`src/rtl/alien_bomb.sv`:
```
`default_nettype none
// ============================================================================
// Module   : alien_bomb
// Purpose  : Alien return fire. Drops one bomb from the lowest live alien of a
//            pseudo-random column, moves it down the screen and scores ship hits.
// Revision : 1.0 - initial release
// ============================================================================
module alien_bomb #(
    parameter int         NB_LIN      = 2,
    parameter int         NB_COL      = 2,
    parameter int         PITCH_X     = 40,
    parameter int         PITCH_Y     = 40,
    parameter int         ALIEN_W     = 20,
    parameter int         ALIEN_H     = 16,
    parameter int         BOMB_W      = 2,
    parameter int         BOMB_H      = 6,
    parameter int         BOMB_SPEED  = 2,
    parameter int         COOLDOWN    = 4,
    parameter int         SHIP_Y      = 440,
    parameter int         SHIP_H      = 16,
    parameter int         SHIP_HALF_W = 12,
    parameter int         SCREEN_W    = 640,
    parameter int         SCREEN_H    = 480,
    parameter logic [2:0] BOMB_COLOR  = 3'b100,
    parameter int         LIVES       = 3
) (
    input  logic                     clk,
    input  logic                     reset,
    input  logic                     enable,
    input  logic                     gameOver,
    input  logic signed [10:0]       xAlien,
    input  logic        [9:0]        yAlien,
    input  logic [NB_LIN*NB_COL-1:0] alive,
    input  logic        [9:0]        gunPosition,
    input  logic        [9:0]        hPos,
    input  logic        [9:0]        vPos,
    output logic        [9:0]        xBomb,
    output logic        [9:0]        yBomb,
    output logic                     bombActive,
    output logic                     shipHit,
    output logic        [1:0]        lives,
    output logic                     dead,
    output logic        [2:0]        colorBomb
);

    localparam int COL_W = (NB_COL > 1) ? $clog2(NB_COL) : 1;
    localparam int LIN_W = (NB_LIN > 1) ? $clog2(NB_LIN) : 1;
    localparam int CD_W  = (COOLDOWN > 0) ? $clog2(COOLDOWN + 1) : 1;

    typedef enum logic [1:0] {
        S_IDLE    = 2'd0,
        S_SELECT  = 2'd1,
        S_FALLING = 2'd2,
        S_HIT     = 2'd3
    } state_t;

    state_t            state_q, state_d;
    logic [CD_W-1:0]   cd_q, cd_d;
    logic [COL_W-1:0]  col_q, col_d;
    logic [COL_W-1:0]  scan_q, scan_d;
    logic [7:0]        lfsr_q, lfsr_d;
    logic [9:0]        x_bomb_q, x_bomb_d;
    logic [9:0]        y_bomb_q, y_bomb_d;
    logic              active_q, active_d;
    logic              hit_q, hit_d;
    logic [1:0]        lives_q, lives_d;
    logic              dead_q, dead_d;

    logic [NB_COL-1:0] w_row_bits;
    logic              w_col_found;
    logic [LIN_W-1:0]  w_col_lin;
    logic [11:0]       w_spawn_x;
    logic [9:0]        w_spawn_y;
    logic              w_spawn_ok;
    logic [10:0]       w_x_ext, w_y_ext, w_gun_ext, w_h_ext, w_v_ext, w_ship_left;
    logic              w_overlap, w_off_screen;

    // Candidate bomb for the column currently being examined
    always_comb begin
        w_row_bits  = '0;
        w_col_found = 1'b0;
        w_col_lin   = '0;
        for (int l = 0; l < NB_LIN; l++) begin
            w_row_bits = alive[l*NB_COL +: NB_COL];
            if (w_row_bits[col_q]) begin
                w_col_found = 1'b1;
                w_col_lin   = LIN_W'(l);
            end
        end
        w_spawn_x  = {xAlien[10], xAlien} + 12'(int'(col_q) * PITCH_X)
                   + 12'(ALIEN_W / 2 - BOMB_W / 2);
        w_spawn_y  = yAlien + 10'(int'(w_col_lin) * PITCH_Y) + 10'(ALIEN_H);
        w_spawn_ok = w_col_found && !w_spawn_x[11]
                   && (w_spawn_x[10:0] <= 11'(SCREEN_W - BOMB_W));
    end

    assign w_x_ext     = {1'b0, x_bomb_q};
    assign w_y_ext     = {1'b0, y_bomb_q};
    assign w_gun_ext   = {1'b0, gunPosition};
    assign w_h_ext     = {1'b0, hPos};
    assign w_v_ext     = {1'b0, vPos};
    assign w_ship_left = (w_gun_ext >= 11'(SHIP_HALF_W)) ? w_gun_ext - 11'(SHIP_HALF_W) : '0;

    assign w_overlap = (w_y_ext + 11'(BOMB_H) > 11'(SHIP_Y))
                    && (w_y_ext < 11'(SHIP_Y + SHIP_H))
                    && (w_x_ext + 11'(BOMB_W) > w_ship_left)
                    && (w_x_ext < w_gun_ext + 11'(SHIP_HALF_W + 1));
    assign w_off_screen = (w_y_ext >= 11'(SCREEN_H));

    always_comb begin
        state_d  = state_q;
        cd_d     = cd_q;
        col_d    = col_q;
        scan_d   = scan_q;
        x_bomb_d = x_bomb_q;
        y_bomb_d = y_bomb_q;
        active_d = active_q;
        hit_d    = 1'b0;
        lfsr_d   = {lfsr_q[6:0], lfsr_q[7] ^ lfsr_q[5] ^ lfsr_q[4] ^ lfsr_q[3]};
        lives_d  = lives_q;
        if (hit_q) begin
            lives_d = (lives_q != 2'd0) ? lives_q - 2'd1 : 2'd0;
        end
        dead_d = (lives_d == 2'd0);

        case (state_q)
            S_IDLE: begin
                if (!(dead_q || gameOver)) begin
                    if (cd_q == '0) begin
                        col_d   = COL_W'(int'(lfsr_q) % NB_COL);
                        scan_d  = '0;
                        state_d = S_SELECT;
                    end else if (enable) begin
                        cd_d = cd_q - 1'b1;
                    end
                end
            end
            S_SELECT: begin
                if (w_spawn_ok) begin
                    x_bomb_d = w_spawn_x[9:0];
                    y_bomb_d = w_spawn_y;
                    active_d = 1'b1;
                    state_d  = S_FALLING;
                end else if (int'(scan_q) == NB_COL - 1) begin
                    cd_d    = CD_W'(COOLDOWN);
                    state_d = S_IDLE;
                end else begin
                    scan_d = scan_q + 1'b1;
                    col_d  = (int'(col_q) == NB_COL - 1) ? '0 : col_q + 1'b1;
                end
            end
            S_FALLING: begin
                if (w_overlap) begin
                    state_d = S_HIT;
                end else if (w_off_screen) begin
                    active_d = 1'b0;
                    cd_d     = CD_W'(COOLDOWN);
                    state_d  = S_IDLE;
                end else if (enable) begin
                    y_bomb_d = y_bomb_q + 10'(BOMB_SPEED);
                end
            end
            S_HIT: begin
                hit_d    = 1'b1;
                active_d = 1'b0;
                cd_d     = CD_W'(COOLDOWN);
                state_d  = S_IDLE;
            end
            default: state_d = S_IDLE;
        endcase

        // Game over aborts any bomb in flight and suppresses a pending hit
        if (gameOver) begin
            state_d  = S_IDLE;
            active_d = 1'b0;
            hit_d    = 1'b0;
            if (state_q != S_IDLE) begin
                cd_d = CD_W'(COOLDOWN);
            end
        end
    end

    always_ff @(posedge clk) begin
        if (reset) begin
            state_q  <= S_IDLE;
            cd_q     <= CD_W'(COOLDOWN);
            col_q    <= '0;
            scan_q   <= '0;
            lfsr_q   <= 8'hA5;
            x_bomb_q <= '0;
            y_bomb_q <= '0;
            active_q <= 1'b0;
            hit_q    <= 1'b0;
            lives_q  <= 2'(LIVES);
            dead_q   <= 1'b0;
        end else begin
            state_q  <= state_d;
            cd_q     <= cd_d;
            col_q    <= col_d;
            scan_q   <= scan_d;
            lfsr_q   <= lfsr_d;
            x_bomb_q <= x_bomb_d;
            y_bomb_q <= y_bomb_d;
            active_q <= active_d;
            hit_q    <= hit_d;
            lives_q  <= lives_d;
            dead_q   <= dead_d;
        end
    end

    always_comb begin
        colorBomb = '0;
        if (active_q
            && (w_h_ext >= w_x_ext) && (w_h_ext < w_x_ext + 11'(BOMB_W))
            && (w_v_ext >= w_y_ext) && (w_v_ext < w_y_ext + 11'(BOMB_H))) begin
            colorBomb = BOMB_COLOR;
        end
    end

    assign xBomb      = x_bomb_q;
    assign yBomb      = y_bomb_q;
    assign bombActive = active_q;
    assign shipHit    = hit_q;
    assign lives      = lives_q;
    assign dead       = dead_q;

endmodule
`default_nettype wire

```
`config.mk`:
```
export PLATFORM = sky130hd
export DESIGN_NAME = alien_bomb
export DESIGN_NICKNAME = d
export VERILOG_FILES = /design/src/rtl/alien_bomb.sv
export SDC_FILE = /design/constraint.sdc
export NUM_CORES = 1
export LEC_CHECK = 0
export CELL_PAD_IN_SITES_DETAIL_PLACEMENT = 1
export CELL_PAD_IN_SITES_GLOBAL_PLACEMENT = 1
export CORE_ASPECT_RATIO = 0.5
export CORE_MARGIN = 3
export CORE_UTILIZATION = 39
export DETAILED_ROUTE_END_ITERATION = 7
export GPL_ROUTABILITY_DRIVEN = 0
export HOLD_SLACK_MARGIN = 0.03
export PLACE_DENSITY_LB_ADDON = 0.1
export SYNTH_ARGS = -nofsm -noshare
export SYNTH_HDL_FRONTEND = slang
export SYNTH_SLANG_ARGS = --single-unit
```
`constraint.sdc`:
```
create_clock -name clk -period 4.5 [get_ports clk]
set_clock_uncertainty 0.15 [all_clocks]
set_input_delay 0.9 -clock clk [delete_from_list [all_inputs] [get_ports clk]]
set_output_delay 0.9 -clock clk [all_outputs]
set_load 0.01 [all_outputs]
```
==> reports/results.txt, run 1 <==
status: completed
share of layout cells above drive strength 1: 0.09403
Critical Path Source Type: primary input
root buffer cell: clkbuf_16
initial core utilization: 0.4143
ANT nets after route: 0
Max Slew Vio Count: 0
DIE WIDTH: 155.9 um
cell breakdown of the critical path: clkdlybuf4s50_1 > or4_1 > or2_2 > a21oi_2 > nand3_1 > mux2_2 > ha_1 > nand2_1 > o21ai_1 > nor2_1 > a21oi_1 > nand4_1 > o22a_4 > mux2_2 > o21ai_0
Lkg Pwr: 2.330 nW
#FFs+latches synth: 40
Crit path top cell by count: mux2_2
initial antenna violation count: 0
synthesized area per cell: 7.794 um^2
vias in the first global route: 4,546
crit path kind: primary input to flop
Yosys top cell area share: 0.2256
f_max: 229.9 MHz
Arrival @ worst endpoint: 4.42 ns
I/O Buffers: 84
Setup crit end kind: flop
top cell type by total area after synthesis: ha_1
fin crit share: 0.9666
clock slew at reported path FFs: 0.06 ns
worst path bufs/invs: 1
Avg WL per Cell: 16.97 um
Pre-antenna DRT Iters: 4
final worst setup slack: 0.1504 ns
H-tree depth reported by CTS: 2
Via density: 5.479
Final Cell Area: 0.005761 mm^2
CTS Buf Count: 5
Hold Buf Count CTS: 0
Die Height: 80.94 um
Detailed Route WL: 13,740 um
Reg2Reg Launch Point: col_q$_SDFFE_PP0P_
total gr overflow: 0
min-delay worst type: flop to flop
Post-Syn Area: 0.004380 mm^2
top cells by area, synth: ha_1 23%, dfxtp_1 18%, xnor2_1 5.2%
Layout area overhead: 31.51%
slowest stage delay, CP: 0.56 ns
maximum vdd drop: 0.1495 mV
Synth Flop Type: dfxtp_1
Layout Nets: 808
Die ar.: 0.01262 mm^2
Yosys warnings: 0
CTS sink cnt: 40
largest net degree at the start of global routing: 24
Slew HR: 0.4804
clk_lat worst skew: 0.29 ns
Rows: 26
time the worst path needs with I/O delays and setup: 4.350 ns
Antenna Cells: 0
Clock Path Buffers: 2
critical path's top delay family: simple AND/OR/NAND/NOR gates
post-synthesis sequential area ratio: 0.1828
Critical Path Source: gunPosition[6]
Critical Path Fanout Max: 6
Setup violations, final: 0
DP Worst Slack: -0.3250 ns
Tightest Pin Transition: 0.7696 ns
CORE AREA: 0.01057 mm^2
Post-Syn Instances: 562
Required @ worst endpoint: 4.57 ns
IO Pins: 87
final hold violations: 0
drc violations: 0
vias post-DR: 4,438
worst hold start: lfsr_q[6]$_SDFF_PP0_
DR iter-0 viols: 184
Yosys cell types: 61
pwr dens: 186.9 mW/mm^2
instance area after placement: 0.005527 mm^2
TritonCTS clock tree: built
max_cap viols: 0
Crit-path slowest cell: or4_1
GRT Util Overall: 0.2170
Post-synth ARST share: 0
global-route wire length before repair: 22,290 um
DP Wirelength: 11,040 um
number of synthesized flops with an enable pin: 0
path summary, 6_finish.rpt:
kind | endpoint | cells after the start | slack (ns)
worst max-delay path | yBomb[6]$_SDFFE_PP0P_ | 15 | 0.15
worst min register to register | lfsr_q[7]$_SDFF_PP1_ | 1 | 0.26
worst max register to register | yBomb[8]$_SDFFE_PP0P_ | 12 | 1.13
worst min-delay path | lfsr_q[7]$_SDFF_PP1_ | 1 | 0.26
layout by cell type (no fill, tap or decap), drive strengths merged, types with 3 or more instances in the layout:
master	synthesis	final
clkdlybuf4s50	0	83
ha	79	79
nor2	50	50
inv	47	48
nand2	42	42
dfxtp	40	40
a21oi	37	37
buf	8	36
o21ai	32	32
xnor2	26	26
nand3	21	21
xor2	14	14
nor2b	12	12
a211oi	12	12
nor3	11	11
nand2b	10	10
mux2i	9	9
nor4	7	7
nand4	6	6
o211ai	6	6
a21o	6	6
or2	5	5
and3	5	5
or3	5	5
o21a	5	5
clkbuf	14	5
or4	4	4
nand3b	4	4
o31ai	4	4
mux2	3	3
and2	3	3
a31oi	3	3
o311ai	3	3
stage by stage:
stage	utilization	std cells	TNS [ns]	power [mW]	hold slack, ns
floorplan	-	563	0	0.5342	0.2395
global placement	0.5227	796	-1.248	0.6451	0.2413
detailed placement	0.5227	796	-1.923	0.6552	0.2506
CTS	0.5393	804	0	1.092	0.2665
global route	0.5449	810	-0.06225	1.139	0.2819
finish	0.5449	810	0	1.077	0.2611
worst reg2reg max path, stage by stage (launching register included):
cell,delay (ns)
dfxtp_1,0.34
inv_1,0.16
ha_1,0.17
inv_1,0.04
ha_1,0.31
nand4b_1,0.22
a211oi_1,0.31
mux2i_1,0.21
o311ai_0,0.26
a211oi_4,0.34
buf_4,0.36
o21ai_0,0.14
a32o_1,0.26
cells by family after synthesis:
kind of cell / after synthesis / share of synthesized area
mux: 12 / 0.02828
compound gates: 129 / 0.1965
xor+xnor: 40 / 0.07998
other cells: 1 / 0.0008561
simple gates: 191 / 0.2168
buf+inv: 69 / 0.06455
fa+ha+maj: 80 / 0.2302
flops: 40 / 0.1828
final cells by class:
type,instances,area [um^2]
flip-flops and latches,40,800.8
multi-input cells,455,3327
inverters,47,176.4
fillers,1304,4812
clock inverters,3,46.29
well taps,140,175.2
clock buffers,5,125.1
repair buffers,120,1110
metal layers:
metal  share of wire  GRT usage
met3           0.041    0.03087
met2            0.45     0.3784
met1            0.50     0.2890
met5               0          0
met4           0.010    0.04317
flip-flops by register name (all words and copies together), names as in the netlist:
signal,cells
xBomb,10
lfsr_q,8
yBomb,10
state_q,2
scan_q,1
lives,2
cd_q,3
dead,1
shipHit,1
bombActive,1
col_q,1
cells in the mapped netlist, drive strengths merged, types with 8 or more instances:
cell type and instances:
a211oi 12, a21oi 37, buf 8, clkbuf 14, dfxtp 40, ha 79
inv 47, mux2i 9, nand2 42, nand2b 10, nand3 21, nor2 50
nor2b 12, nor3 11, o21ai 32, xnor2 26, xor2 14
where the power goes:
group          total (mW)  internal (mW)  switching, mW
combinational       0.279          0.143          0.137
clock               0.427          0.264          0.163
sequential          0.371          0.364        0.00681
total                1.08          0.771          0.306
timing repair:
action | 4_1_cts | 5_1_grt
gates resized for setup | 2 | 4
buffers inserted | 0 | 5
gates cloned | 0 | 1
hold endpoints to repair | 0 | 0
pin swaps | 0 | 4
setup endpoints to repair | 2 | 9
No activity file was read; power rests on OpenSTA's default activity.
==> run 2: changes to the inputs <==
- TNS_END_PERCENT: unset -> 5
==> results of run 2 <==
No change in the layout: final DEF, timing and power equal those of run 1.
